**src/rtl/cache_arbiter_if.sv**
```systemverilog
// Bus bundle between two requesters, the data cache and the cache arbiter.
// slave = arbiter side, master = requester/cache side.
interface cache_arbiter_if #(
  parameter int WORD_SIZE = 32
);
  logic                 req0_valid;
  logic                 req0_write;
  logic [WORD_SIZE-1:0] req0_addr;
  logic [WORD_SIZE-1:0] req0_wdata;
  logic                 req0_ready;
  logic                 resp0_valid;
  logic [WORD_SIZE-1:0] resp0_rdata;

  logic                 req1_valid;
  logic                 req1_write;
  logic [WORD_SIZE-1:0] req1_addr;
  logic [WORD_SIZE-1:0] req1_wdata;
  logic                 req1_ready;
  logic                 resp1_valid;
  logic [WORD_SIZE-1:0] resp1_rdata;

  logic                 flush_req;
  logic                 flush_done;
  logic                 busy;

  logic [WORD_SIZE-1:0] cache_addr;
  logic                 cache_readable;
  logic                 cache_writable;
  logic [WORD_SIZE-1:0] cache_wdata;
  logic [WORD_SIZE-1:0] cache_rdata;
  logic                 cache_hit;
  logic                 cache_flush;

  modport slave (
    input  req0_valid, req0_write, req0_addr, req0_wdata,
    output req0_ready, resp0_valid, resp0_rdata,
    input  req1_valid, req1_write, req1_addr, req1_wdata,
    output req1_ready, resp1_valid, resp1_rdata,
    input  flush_req,
    output flush_done, busy,
    output cache_addr, cache_readable, cache_writable, cache_wdata, cache_flush,
    input  cache_rdata, cache_hit
  );

  modport master (
    output req0_valid, req0_write, req0_addr, req0_wdata,
    input  req0_ready, resp0_valid, resp0_rdata,
    output req1_valid, req1_write, req1_addr, req1_wdata,
    input  req1_ready, resp1_valid, resp1_rdata,
    output flush_req,
    input  flush_done, busy,
    input  cache_addr, cache_readable, cache_writable, cache_wdata, cache_flush,
    output cache_rdata, cache_hit
  );
endinterface

```
**src/rtl/cache_arbiter.sv**
```systemverilog
// Two-port round-robin arbiter in front of a data cache, with miss wait
// and a timed whole-cache flush; one access or flush outstanding at a time.
module cache_arbiter #(
  parameter int WORD_SIZE     = 32,
  parameter int MISS_LATENCY  = 8,
  parameter int FLUSH_LATENCY = 16
) (
  input logic            clk,
  input logic            rst,
  cache_arbiter_if.slave bus
);
  typedef enum logic [2:0] {IDLE, ISSUE, LOOKUP, MISS_WAIT, RESP, FLUSH} state_e;

  state_e               state_q, state_d;
  logic [7:0]           cnt_q, cnt_d;
  logic                 last_grant_q, last_grant_d;
  logic                 port_q, port_d;
  logic                 write_q, write_d;
  logic [WORD_SIZE-1:0] addr_q, addr_d;
  logic [WORD_SIZE-1:0] wdata_q, wdata_d;
  logic [WORD_SIZE-1:0] rdata0_q, rdata0_d;
  logic [WORD_SIZE-1:0] rdata1_q, rdata1_d;

  logic                 grant;
  logic                 accept;
  logic [WORD_SIZE-1:0] cap_val;

  // Contention goes to the port that did not win last; a lone requester always wins.
  assign grant   = (bus.req0_valid && bus.req1_valid) ? ~last_grant_q : bus.req1_valid;
  assign accept  = (state_q == IDLE) && !bus.flush_req && (bus.req0_valid || bus.req1_valid);
  assign cap_val = write_q ? '0 : bus.cache_rdata;

  always_ff @(posedge clk or posedge rst) begin
    if (rst) begin
      state_q      <= IDLE;
      cnt_q        <= '0;
      last_grant_q <= 1'b1;
      port_q       <= 1'b0;
      write_q      <= 1'b0;
      addr_q       <= '0;
      wdata_q      <= '0;
      rdata0_q     <= '0;
      rdata1_q     <= '0;
    end else begin
      state_q      <= state_d;
      cnt_q        <= cnt_d;
      last_grant_q <= last_grant_d;
      port_q       <= port_d;
      write_q      <= write_d;
      addr_q       <= addr_d;
      wdata_q      <= wdata_d;
      rdata0_q     <= rdata0_d;
      rdata1_q     <= rdata1_d;
    end
  end

  always_comb begin
    state_d      = state_q;
    cnt_d        = cnt_q;
    last_grant_d = last_grant_q;
    port_d       = port_q;
    write_d      = write_q;
    addr_d       = addr_q;
    wdata_d      = wdata_q;
    rdata0_d     = rdata0_q;
    rdata1_d     = rdata1_q;
    case (state_q)
      IDLE: begin
        if (bus.flush_req) begin
          state_d = FLUSH;
          cnt_d   = 8'(FLUSH_LATENCY);
        end else if (accept) begin
          state_d      = ISSUE;
          last_grant_d = grant;
          port_d       = grant;
          write_d      = grant ? bus.req1_write : bus.req0_write;
          addr_d       = grant ? bus.req1_addr  : bus.req0_addr;
          wdata_d      = grant ? bus.req1_wdata : bus.req0_wdata;
        end
      end
      ISSUE: state_d = LOOKUP;
      LOOKUP: begin
        if (write_q || bus.cache_hit) begin
          state_d = RESP;
          if (port_q) rdata1_d = cap_val;
          else        rdata0_d = cap_val;
        end else begin
          state_d = MISS_WAIT;
          cnt_d   = 8'(MISS_LATENCY);
        end
      end
      MISS_WAIT: begin
        if (cnt_q == 8'd1) begin
          state_d = RESP;
          if (port_q) rdata1_d = cap_val;
          else        rdata0_d = cap_val;
        end else begin
          cnt_d = cnt_q - 8'd1;
        end
      end
      RESP: state_d = IDLE;
      FLUSH: begin
        if (cnt_q == 8'd0) state_d = IDLE;
        else               cnt_d   = cnt_q - 8'd1;
      end
      default: state_d = IDLE;
    endcase
  end

  // Ready is gated by rst so it is low for the whole reset interval.
  always_comb begin
    bus.req0_ready     = !rst && accept && !grant;
    bus.req1_ready     = !rst && accept && grant;
    bus.resp0_valid    = (state_q == RESP) && !port_q;
    bus.resp1_valid    = (state_q == RESP) && port_q;
    bus.resp0_rdata    = rdata0_q;
    bus.resp1_rdata    = rdata1_q;
    bus.busy           = (state_q != IDLE);
    bus.cache_addr     = addr_q;
    bus.cache_wdata    = wdata_q;
    bus.cache_readable = (state_q == ISSUE) && !write_q;
    bus.cache_writable = (state_q == ISSUE) && write_q;
    bus.cache_flush    = (state_q == FLUSH) && (cnt_q != 8'd0);
    bus.flush_done     = (state_q == FLUSH) && (cnt_q == 8'd0);
  end
endmodule
```
**src/flat_wrapper.sv**
```systemverilog
// flat-port wrapper written by rule: the top's interface ports become plain ports
module cache_arbiter_flat 
#(
  parameter int WORD_SIZE     = 32,
  parameter int MISS_LATENCY  = 8,
  parameter int FLUSH_LATENCY = 16
)
  (clk, rst, bus_req0_valid, bus_req0_write, bus_req0_addr, bus_req0_wdata, bus_req0_ready, bus_resp0_valid, bus_resp0_rdata, bus_req1_valid, bus_req1_write, bus_req1_addr, bus_req1_wdata, bus_req1_ready, bus_resp1_valid, bus_resp1_rdata, bus_flush_req, bus_flush_done, bus_busy, bus_cache_addr, bus_cache_readable, bus_cache_writable, bus_cache_wdata, bus_cache_flush, bus_cache_rdata, bus_cache_hit);
  cache_arbiter_if #(.WORD_SIZE(WORD_SIZE)) bus_i ();
  input logic clk;
  input logic rst;
  input wire logic [$bits(bus_i.req0_valid)-1:0] bus_req0_valid;
  input wire logic [$bits(bus_i.req0_write)-1:0] bus_req0_write;
  input wire logic [$bits(bus_i.req0_addr)-1:0] bus_req0_addr;
  input wire logic [$bits(bus_i.req0_wdata)-1:0] bus_req0_wdata;
  output wire logic [$bits(bus_i.req0_ready)-1:0] bus_req0_ready;
  output wire logic [$bits(bus_i.resp0_valid)-1:0] bus_resp0_valid;
  output wire logic [$bits(bus_i.resp0_rdata)-1:0] bus_resp0_rdata;
  input wire logic [$bits(bus_i.req1_valid)-1:0] bus_req1_valid;
  input wire logic [$bits(bus_i.req1_write)-1:0] bus_req1_write;
  input wire logic [$bits(bus_i.req1_addr)-1:0] bus_req1_addr;
  input wire logic [$bits(bus_i.req1_wdata)-1:0] bus_req1_wdata;
  output wire logic [$bits(bus_i.req1_ready)-1:0] bus_req1_ready;
  output wire logic [$bits(bus_i.resp1_valid)-1:0] bus_resp1_valid;
  output wire logic [$bits(bus_i.resp1_rdata)-1:0] bus_resp1_rdata;
  input wire logic [$bits(bus_i.flush_req)-1:0] bus_flush_req;
  output wire logic [$bits(bus_i.flush_done)-1:0] bus_flush_done;
  output wire logic [$bits(bus_i.busy)-1:0] bus_busy;
  output wire logic [$bits(bus_i.cache_addr)-1:0] bus_cache_addr;
  output wire logic [$bits(bus_i.cache_readable)-1:0] bus_cache_readable;
  output wire logic [$bits(bus_i.cache_writable)-1:0] bus_cache_writable;
  output wire logic [$bits(bus_i.cache_wdata)-1:0] bus_cache_wdata;
  output wire logic [$bits(bus_i.cache_flush)-1:0] bus_cache_flush;
  input wire logic [$bits(bus_i.cache_rdata)-1:0] bus_cache_rdata;
  input wire logic [$bits(bus_i.cache_hit)-1:0] bus_cache_hit;
  assign bus_i.req0_valid = bus_req0_valid;
  assign bus_i.req0_write = bus_req0_write;
  assign bus_i.req0_addr = bus_req0_addr;
  assign bus_i.req0_wdata = bus_req0_wdata;
  assign bus_req0_ready = bus_i.req0_ready;
  assign bus_resp0_valid = bus_i.resp0_valid;
  assign bus_resp0_rdata = bus_i.resp0_rdata;
  assign bus_i.req1_valid = bus_req1_valid;
  assign bus_i.req1_write = bus_req1_write;
  assign bus_i.req1_addr = bus_req1_addr;
  assign bus_i.req1_wdata = bus_req1_wdata;
  assign bus_req1_ready = bus_i.req1_ready;
  assign bus_resp1_valid = bus_i.resp1_valid;
  assign bus_resp1_rdata = bus_i.resp1_rdata;
  assign bus_i.flush_req = bus_flush_req;
  assign bus_flush_done = bus_i.flush_done;
  assign bus_busy = bus_i.busy;
  assign bus_cache_addr = bus_i.cache_addr;
  assign bus_cache_readable = bus_i.cache_readable;
  assign bus_cache_writable = bus_i.cache_writable;
  assign bus_cache_wdata = bus_i.cache_wdata;
  assign bus_cache_flush = bus_i.cache_flush;
  assign bus_i.cache_rdata = bus_cache_rdata;
  assign bus_i.cache_hit = bus_cache_hit;
  cache_arbiter #(.WORD_SIZE(WORD_SIZE), .MISS_LATENCY(MISS_LATENCY), .FLUSH_LATENCY(FLUSH_LATENCY)) u_core (.clk(clk), .rst(rst), .bus(bus_i));
endmodule
```
**config.mk**
```make
export PLATFORM = sky130hd
export DESIGN_NAME = cache_arbiter_flat
export DESIGN_NICKNAME = d
export VERILOG_FILES = /design/src/rtl/cache_arbiter_if.sv /design/src/rtl/cache_arbiter.sv /design/src/flat_wrapper.sv
export SDC_FILE = /design/constraint.sdc
export NUM_CORES = 1
export LEC_CHECK = 0
export CAP_MARGIN = 5
export CORE_AREA = 2 2 129 131
export DETAILED_ROUTE_END_ITERATION = 16
export DIE_AREA = 0 0 131 133
export PLACE_DENSITY = 0.8
export SLEW_MARGIN = 20
export SYNTH_ARGS = -nofsm -noshare
export SYNTH_HDL_FRONTEND = slang
export SYNTH_SLANG_ARGS = --single-unit
```
**constraint.sdc**
```tcl
create_clock -name clk -period 6.83 [get_ports clk]
set_clock_uncertainty 0.05 [all_clocks]
set_input_delay 1.366 -clock clk [delete_from_list [all_inputs] [get_ports clk]]
set_output_delay 1.366 -clock clk [all_outputs]
set_load 0.02 [all_outputs]
```
==> run metrics <==
Antenna Cells=0; CP arrival=3830 ps; CP endpoint kind=output pin; Die Area=17,400 um2; power after layout=4.73 mW; status=complete, no violations; pin count of the biggest net entering global routing=101; drt via density=4.96; largest cells by area after synthesis=dfrtp_1 (53%), mux2i_1 (10%), mux2_4 (6.8%); CP Launch Type=input pin; # rows=47; Hold/Removal Path Class=register to register; internal power=2.95 mW; Filler cells=1,275; Max IR drop VDD=0.214 mV; core area=16,200 um2; cell area after synthesis=6600 um2; sequential share of power=31.5%; vias post-DR=5,332; placed cells=1,043; Synth top area share=53.5%; IO Port Bufs=304; Initial Util=40.8%; routed wl met2=9.30 mm; antenna violations before repair=0; setup TNS=0 ps; RSZ-0062 raised after global routing=no; Cell Area, Placed=9800 um2; total wire length=19.3 mm; leakage power=4.60 nW; Setup Buffers After CTS=0; Ys Warns=0; Max Cap Violations=0; Sequential Area=3550 um2; Hold Worst Slack=429 ps; Detailed Route Iter0 Violations=227; slew at the pin closest to its max-slew limit=977 ps; CP max FO=34; min cycle time layout=5250 ps; setup ws final=1580 ps; Seq/Total Area, Yosys=53.9%; Hold-fix buffers, CTS=0; Final Hold Fails=0; FMAX=191 MHz; Tcrit/Tclk final=76.8%; clock power share=20.4%; ratio of cells with drive above 1 in the final layout=13.4%; CTS tree=built; CTS Buf Count=17; Routed Antenna Nets=0; GRT Util Overall=22.6%; Reg2Reg Launch Point=u_core.state_q[0]$_DFFE_PP0P_; Combinational Power Share=48.1%; Finished Layout Cells=1,076; H-tree Lvls=4; Reg2Reg Depth=5; I/O Pins=305; Setup CP Type=input pin to output pin; Register-to-Register Setup Slack=4010 ps; Clock Sinks=142; post-synth top area cell=dfrtp_1; Cells after Synth=551; GRT Residual Overflow=0; P&R area growth vs syn=58.1%; hold depth=2; synth unique cells=46; Reg-to-Reg End=u_core.bus.resp1_rdata[0]$_DFFE_PP0P_; DP HPWL=14.1 mm; Worst Hold Path EP=u_core.bus.cache_addr[31]$_DFFE_PP0P_; Sw Share=37.6%; Pwr per Cell Area=453 nW/um2; DRT Pass-1 Iters=6; top sig layer=met4; Final Max Slew Viols=0; clock buffer depth=2; residual DRC count=0; Clk pin slew, worst setup/hold paths=60 ps; Routed met3 length=2.01 mm; first-pass GRT wire length=30.0 mm; pre-CTS WS=1580 ps; EDFF count, synth=0; vias in the first global route=5,451; synthesis-stage register bit count=142; Post-synth top flop=dfrtp_1; cell area after layout=10,400 um2; Clk Latency, worst-skew pair=420 ps; die height=133 um; root buffer cell=clkbuf_16; Die Width=131 um; Net Switching=1.78 mW; syn avg cell area=12.0 um2; Async S/R FF share, synth=100%; Resized Gates After CTS=0; syn_nets=722; Final setup violation count=0; nets=1,014; Hold Startpoint=u_core.bus.cache_addr[31]$_DFFE_PP0P_; relative slew slack=34.6%; RePlAce Congestion=0.813; DR WL/cell=18.0 um; wl on met1=7.64 mm; area occupied by multi-input gates=2860 um2; Core Util, Final=64.5%; Critical Path RT=5410 ps
state kept, by name, indices dropped and copies added (netlist names):
name / cells
u_core.bus.cache_addr: 32
u_core.bus.cache_wdata: 32
u_core.bus.resp0_rdata: 32
u_core.bus.resp1_rdata: 32
u_core.cnt_q: 8
u_core.last_grant_q: 1
u_core.port_q: 1
u_core.state_q: 3
u_core.write_q: 1
cell families after synthesis:
group / Yosys count / synth area share, %
AO/OA/AOI/OAI: 98 / 8.91
XOR/XNOR: 1 / 0.133
adder cells (fa/ha/maj): 3 / 0.569
buffers and inverters: 42 / 3.24
flip-flops: 142 / 53.9
multiplexers: 132 / 23.0
AND/OR/NAND/NOR: 133 / 10.3
Yosys cell counts, drive strengths merged (6+ instances only):
library cell / number
nand2: 69
nor2b: 33
mux2i: 67
o221ai: 7
o21ai: 66
clkbuf: 17
nor3: 6
mux2: 65
buf: 21
dfrtp: 141
o2bb2ai: 7
final cells by class:
cell class / instances / area share (%)
Inverter: 4 / 0.192
Multi-Input combinational cell: 367 / 27.4
Tap cell: 220 / 2.64
Sequential cell: 142 / 34.1
Clock inverter: 15 / 1.80
Clock buffer: 17 / 4.08
Timing Repair Buffer: 311 / 29.8
layout by cell type, fill, tap and decap left out, types with 3 or more instances in the layout:
| cell type | instances |
|---|---|
| o21ai_0 | 63 |
| o2bb2ai_1 | 7 |
| dfrtp_1 | 141 |
| clkdlybuf4s50_1 | 304 |
| clkbuf_16 | 17 |
| a21oi_1 | 4 |
| nor2b_1 | 33 |
| clkinv_4 | 5 |
| or3_1 | 4 |
| mux2_2 | 34 |
| o21ai_1 | 3 |
| nor2_1 | 4 |
| mux2i_1 | 67 |
| buf_4 | 6 |
| o221ai_1 | 7 |
| inv_1 | 3 |
| mux2_4 | 30 |
| ha_1 | 3 |
| bufinv_16 | 3 |
| nor3_1 | 3 |
| nand2_1 | 69 |
| inv_6 | 3 |
| nand2b_1 | 4 |
power by group through the flow:
stage / registers (mW) / clock network [mW] / logic [mW]
floorplan: 1.86 / 0 / 0.861
global placement: 1.48 / 0 / 2.24
detailed placement: 1.49 / 0 / 2.28
CTS: 1.49 / 0.980 / 2.29
global route: 1.54 / 1.01 / 2.45
finish: 1.49 / 0.964 / 2.28
how the worst max path moves through the flow:
stage,from,endpoint,cells after the start
global placement,bus_flush_req,bus_req0_ready,5
global route,bus_flush_req,bus_req0_ready,5
CTS,bus_flush_req,bus_req0_ready,5
detailed placement,bus_flush_req,bus_req0_ready,5
finish,bus_flush_req,bus_req0_ready,5
floorplan,rst,bus_req1_ready,2
critical path: stages:
cell and delay [ps]:
clkdlybuf4s50_1 420, or4_1 540, o21bai_4 370, nor3_1 440, clkdlybuf4s50_1 690
routing by layer:
metal | track usage [%] | vias to the layer above
li1 | - | 2527
met1 | 27.1 | 2528
met2 | 36.6 | 247
met4 | 7.45 | 0
met3 | 9.58 | 30
met5 | 0 | -
Power figures use the tool's default switching activity.
